`config.mk`:
```
export PLATFORM = sky130hd
export DESIGN_NAME = eth_header_arbiter_flat
export DESIGN_NICKNAME = d
export VERILOG_FILES = /design/src/rtl/eth_header_arbiter_if.sv /design/src/rtl/eth_header_arbiter.sv /design/src/flat_wrapper.sv
export SDC_FILE = /design/constraint.sdc
export NUM_CORES = 1
export LEC_CHECK = 0
export ABC_AREA = 0
export CAP_MARGIN = 10
export CORE_AREA = 2 2 226 228
export DETAILED_ROUTE_END_ITERATION = 7
export DIE_AREA = 0 0 228 230
export PLACE_DENSITY = 0.4
export REMOVE_ABC_BUFFERS = 1
export SYNTH_ARGS = -nofsm -noshare
export SYNTH_HDL_FRONTEND = slang
export SYNTH_SLANG_ARGS = --single-unit
export TNS_END_PERCENT = 1
```
`constraint.sdc`:
```
create_clock -name clk -period 2.81 [get_ports clk]
set_clock_uncertainty 0.2 [all_clocks]
set_input_delay 0.562 -clock clk [delete_from_list [all_inputs] [get_ports clk]]
set_output_delay 0.562 -clock clk [all_outputs]
set_load 0.03 [all_outputs]
```
`src/rtl/eth_header_arbiter_if.sv`:
```
// eth_header_arbiter_if: header request/response bundle between N_PORTS requesters, the arbiter and downstream.
// s_valid/s_ready/s_src_mac/s_dest_mac/s_type: requester side, port i packed at [48*i +: 48] / [16*i +: 16].
// m_valid/m_ready/m_src_mac/m_dest_mac/m_type/m_sel: arbitrated output header and the index of its source.
interface eth_header_arbiter_if #(
    parameter int N_PORTS = 4,
    parameter int SEL_W   = $clog2(N_PORTS)
);
    logic [N_PORTS-1:0]    s_valid;
    logic [N_PORTS-1:0]    s_ready;
    logic [N_PORTS*48-1:0] s_src_mac;
    logic [N_PORTS*48-1:0] s_dest_mac;
    logic [N_PORTS*16-1:0] s_type;
    logic                  m_valid;
    logic                  m_ready;
    logic [47:0]           m_src_mac;
    logic [47:0]           m_dest_mac;
    logic [15:0]           m_type;
    logic [SEL_W-1:0]      m_sel;

    modport master (
        output s_valid, s_src_mac, s_dest_mac, s_type, m_ready,
        input  s_ready, m_valid, m_src_mac, m_dest_mac, m_type, m_sel
    );

    modport slave (
        input  s_valid, s_src_mac, s_dest_mac, s_type, m_ready,
        output s_ready, m_valid, m_src_mac, m_dest_mac, m_type, m_sel
    );
endinterface

```
`src/rtl/eth_header_arbiter.sv`:
```
// eth_header_arbiter: round-robin merge of N_PORTS Ethernet header streams into one registered output.
// clk/rst: rising-edge clock, synchronous active-high reset.
// bus (slave): s_* requester handshakes and fields in, m_* single output header register out.
module eth_header_arbiter #(
    parameter int N_PORTS = 4,
    parameter int SEL_W   = $clog2(N_PORTS)
) (
    input logic               clk,
    input logic               rst,
    eth_header_arbiter_if.slave bus
);
    logic             m_valid_q, m_valid_d;
    logic [47:0]      src_q, src_d, dest_q, dest_d;
    logic [15:0]      type_q, type_d;
    logic [SEL_W-1:0] sel_q, sel_d, ptr_q, ptr_d, g;
    logic             found, accept;

    // Lowest valid index overall is the wrap-around fallback; the lowest valid index at or above ptr overrides it.
    always_comb begin
        found = 1'b0;
        g     = '0;
        for (int i = N_PORTS - 1; i >= 0; i--)
            if (bus.s_valid[i]) begin
                found = 1'b1;
                g     = SEL_W'(i);
            end
        for (int i = N_PORTS - 1; i >= 0; i--)
            if (bus.s_valid[i] && i >= int'(ptr_q)) g = SEL_W'(i);
    end

    always_comb begin
        accept      = found && (!m_valid_q || bus.m_ready) && !rst;
        bus.s_ready = accept ? {{(N_PORTS-1){1'b0}}, 1'b1} << g : '0;
        m_valid_d   = accept || (m_valid_q && !bus.m_ready);
        src_d       = accept ? bus.s_src_mac[48*g +: 48] : src_q;
        dest_d      = accept ? bus.s_dest_mac[48*g +: 48] : dest_q;
        type_d      = accept ? bus.s_type[16*g +: 16] : type_q;
        sel_d       = accept ? g : sel_q;
        ptr_d       = accept ? ((g == SEL_W'(N_PORTS - 1)) ? '0 : g + 1'b1) : ptr_q;
    end

    always_ff @(posedge clk) begin
        if (rst) begin
            m_valid_q <= 1'b0;
            src_q     <= '0;
            dest_q    <= '0;
            type_q    <= '0;
            sel_q     <= '0;
            ptr_q     <= '0;
        end else begin
            m_valid_q <= m_valid_d;
            src_q     <= src_d;
            dest_q    <= dest_d;
            type_q    <= type_d;
            sel_q     <= sel_d;
            ptr_q     <= ptr_d;
        end
    end

    assign bus.m_valid    = m_valid_q;
    assign bus.m_src_mac  = src_q;
    assign bus.m_dest_mac = dest_q;
    assign bus.m_type     = type_q;
    assign bus.m_sel      = sel_q;
endmodule
```
`src/flat_wrapper.sv`:
```
// flat-port wrapper written by rule: the top's interface ports become plain ports
module eth_header_arbiter_flat 
#(
    parameter int N_PORTS = 4,
    parameter int SEL_W   = $clog2(N_PORTS)
)
  (clk, rst, bus_s_valid, bus_s_src_mac, bus_s_dest_mac, bus_s_type, bus_m_ready, bus_s_ready, bus_m_valid, bus_m_src_mac, bus_m_dest_mac, bus_m_type, bus_m_sel);
  eth_header_arbiter_if #(.N_PORTS(N_PORTS), .SEL_W(SEL_W)) bus_i ();
  input logic clk;
  input logic rst;
  input wire logic [$bits(bus_i.s_valid)-1:0] bus_s_valid;
  input wire logic [$bits(bus_i.s_src_mac)-1:0] bus_s_src_mac;
  input wire logic [$bits(bus_i.s_dest_mac)-1:0] bus_s_dest_mac;
  input wire logic [$bits(bus_i.s_type)-1:0] bus_s_type;
  input wire logic [$bits(bus_i.m_ready)-1:0] bus_m_ready;
  output wire logic [$bits(bus_i.s_ready)-1:0] bus_s_ready;
  output wire logic [$bits(bus_i.m_valid)-1:0] bus_m_valid;
  output wire logic [$bits(bus_i.m_src_mac)-1:0] bus_m_src_mac;
  output wire logic [$bits(bus_i.m_dest_mac)-1:0] bus_m_dest_mac;
  output wire logic [$bits(bus_i.m_type)-1:0] bus_m_type;
  output wire logic [$bits(bus_i.m_sel)-1:0] bus_m_sel;
  assign bus_i.s_valid = bus_s_valid;
  assign bus_i.s_src_mac = bus_s_src_mac;
  assign bus_i.s_dest_mac = bus_s_dest_mac;
  assign bus_i.s_type = bus_s_type;
  assign bus_i.m_ready = bus_m_ready;
  assign bus_s_ready = bus_i.s_ready;
  assign bus_m_valid = bus_i.m_valid;
  assign bus_m_src_mac = bus_i.m_src_mac;
  assign bus_m_dest_mac = bus_i.m_dest_mac;
  assign bus_m_type = bus_i.m_type;
  assign bus_m_sel = bus_i.m_sel;
  eth_header_arbiter #(.N_PORTS(N_PORTS), .SEL_W(SEL_W)) u_core (.clk(clk), .rst(rst), .bus(bus_i));
endmodule
```
==> results <==
[cell usage after synthesis, drive strengths merged (3+ instances only)]
master,instances
nor2,6
dfxtp,117
inv,3
nand2,115
buf,32
a21oi,3
nand2b,3
clkbuf,29
ha,4
o221ai,112
and2,5
mux2i,226
[what timing repair did]
item | in CTS | in global routing
pin swaps | 1 | 1
resized for setup | 18 | 9
buffers inserted | 3 | 1
gates cloned | 0 | 0
endpoints found under the setup margin | 4 | 4
[tightest hold or removal path, cell delays in order, from the launching register on]
cell      delay [ns]
dfxtp_1         0.32
nand2_1         0.05
o221ai_1        0.05
[path summary, 6_finish.rpt]
| kind | start | endpoint | slack (ns) | cells after the start |
|---|---|---|---|---|
| min | u_core.bus.m_src_mac[44] | u_core.bus.m_src_mac[44] | 0.26 | 2 |
| min reg2reg | u_core.bus.m_src_mac[44] | u_core.bus.m_src_mac[44] | 0.26 | 2 |
| max reg2reg | u_core.ptr_q[0] | u_core.bus.m_type[8] | 0.18 | 9 |
| max | bus_s_valid[0] | bus_s_ready[2] | 0.01 | 7 |
[registers in the layout, indices dropped and copies added, names as in the netlist]
register / count
u_core.bus.m_dest_mac: 48
u_core.bus.m_src_mac: 48
u_core.bus.m_type: 16
u_core.bus.m_sel: 2
u_core.ptr_q: 2
u_core.bus.m_valid: 1
[kinds of logic (layout without fill, tap and decap cells)]
logic type               count (synthesis)  in the layout  share of synthesized area
other                                    0              1                          0
multiplexers                           226            226                     0.3406
flip-flops                             117            117                     0.3527
AND/OR/NAND/NOR                        136            136                    0.08459
adder cells (fa/ha/maj)                  4              4                   0.007536
buffers and inverters                   64            675                    0.05840
AO/OA/AOI/OAI                          120            120                     0.1562
[power breakdown]
| part | switching (W) | internal (W) |
|---|---|---|
| logic | 0.00172 | 0.00186 |
| registers | 0.000165 | 0.00196 |
| clock network | 0.000915 | 0.00150 |
| total | 0.00280 | 0.00532 |
[area by class of cell]
| type | instances | area, um2 |
|---|---|---|
| clock buffers | 23 | 498.0 |
| multi-input cells | 486 | 3985 |
| fillers | 5284 | 35640 |
| clock inverters | 9 | 122.6 |
| repair buffers | 640 | 6419 |
| diodes | 1 | 2.502 |
| flip-flops and latches | 117 | 2345 |
| well taps | 672 | 840.8 |
| inverters | 3 | 13.76 |
[metrics by stage]
step | util | cell area, um2 | setup TNS, ns | total power (W) | setup WS (ns)
2_1_floorplan | - | 6265 | -262.52 | 0.004002 | -2.287
3_5_place_dp | 0.2708 | 13500 | -32.22 | 0.005750 | -0.4207
5_1_grt | 0.2853 | 14230 | -0.06032 | 0.008526 | -0.02652
6_report | 0.2853 | 14230 | 0 | 0.008124 | 0.01410
4_1_cts | 0.2842 | 14170 | -0.005445 | 0.008269 | -0.005445
3_3_place_gp | 0.2708 | 13500 | -28.30 | 0.005748 | -0.3851
[layer usage]
| metal | vias up | global-route usage |
|---|---|---|
| li1 | 3752 | - |
| met1 | 3503 | 0.1443 |
| met2 | 305 | 0.2389 |
| met3 | 37 | 0.04613 |
| met4 | 0 | 0.05086 |
| met5 | - | 0 |
==> impl_metrics.yaml <==
run_status:
  outcome: "finished clean"
routing:
  wl_met2_mm: 18.25
  highest_layer: "met4"
  dr_total_vias: 7597
  first_pass_iters: 4
  drt_iter0_drc: 212
  drt_wl_total_mm: 35.58
  drtAntennaViolNets: 0
  drt-met1-wl_mm: 14.07
  dr_wl_met3_mm: 2.549
  route.detailed.drc: 0
  wl_per_cell_um: 18.24
  via_per_inst: 3.894
global_routing:
  grt_pass1_wl_mm: 51.89
  first_global_vias: 8123
  antenna_found_initial: 1
  grt_use_total: 0.1334
  grt_max_degree: 57
  grt.overflow.total: 0
synthesis:
  synthTopCellsByArea: "dfxtp_1 35%, mux2i_1 34%, o221ai_1 15%, nand2_1 6.5%, buf_6 3.1%"
  synth.avg_cell_area_um2: 9.957
  synth-async-reset-ratio: 0
  synth_top_area_frac: 0.3527
  synth.largest_area_cell: "dfxtp_1"
  synth-edff-count: 0
  ys_ff_latch: 117
  synth_warnings: 0
  yosysUniqueCellTypes: 26
  synth_seq_area_share: 0.3527
  synth-main-ff-cell: "dfxtp_1"
  syn_inst: 667
  netlist_area_um2: 6641
clock_tree:
  cts_buffer_depth: 2
  cts_buffers: 17
  clock-sinks: 117
  cts-root-buf: "clkbuf_16"
  cts_tree: "done"
  holdBufCountCts: 0
  clk_pin_slew_ns: 0.06
  insertion_delay_ns: 0.47
  h-tree-depth: 4
final_layout:
  nets: 1724
  mostFrequentLayoutCells: "565 x clkdlybuf4s50_1, 226 x mux2i_1, 115 x dfxtp_1"
  final_common_cell: "clkdlybuf4s50_1"
  post_layout_nonfiller_instances: 1951
  drive_gt1_frac: 0.09781
  area_delta_synth_final_pct: 114.2
die:
  die_y_um: 230
  start_util: 0.1332
  core_area_um2: 49860
  ios: 574
  die-area_um2: 52440
  die_w_um: 228
  rows: 82
power:
  peakVddDrop_mv: 0.4259
  cellPowerDensity_nw_per_um2: 571.1
  leakage_nw: 5.987
setup_path:
  worstPathRequired_ns: 2.05
  worst_setup_path_start_kind: "primary input"
  critPathTopFamily: "simple AND/OR/NAND/NOR gates"
  critPathSlowestCell: "or4_4"
  slowest_delay_ns: 0.51
  critical_path_class: "primary input to output port"
  crit_chain: "clkdlybuf4s15_2 > nor2b_4 > or4_4 > and2_4 > ha_1 > and2_4 > buf_6"
  arrival_ns: 2.03
  cp_common_cell: "and2_4"
  worst-path-buf-inv: 2
  end_kind: "output port"
  crit_fanout: 4
sta:
  max_clock_freq_mhz: 357.7
  hold_viol: 0
  worst_pin_slew_ns: 0.5545
  finalSetupViolCount: 0
  slew_headroom: 0.6303
  rsz0062_at_grt: "yes"
  fin_crit_sh: 0.9950
  drv_slew: 0
  whs_ns: 0.2592
  finalCriticalPeriod_ns: 2.796
placement:
  hpwlAfterDp_mm: 28.62
  dp.cells: 1914
  gp_congestion: 0.7696
  io_buffers: 573
min_path:
  min_path_type: "register to register"
job:
  maxCapViolCount: 0
Note: power is estimated with default switching activity, not from simulation.
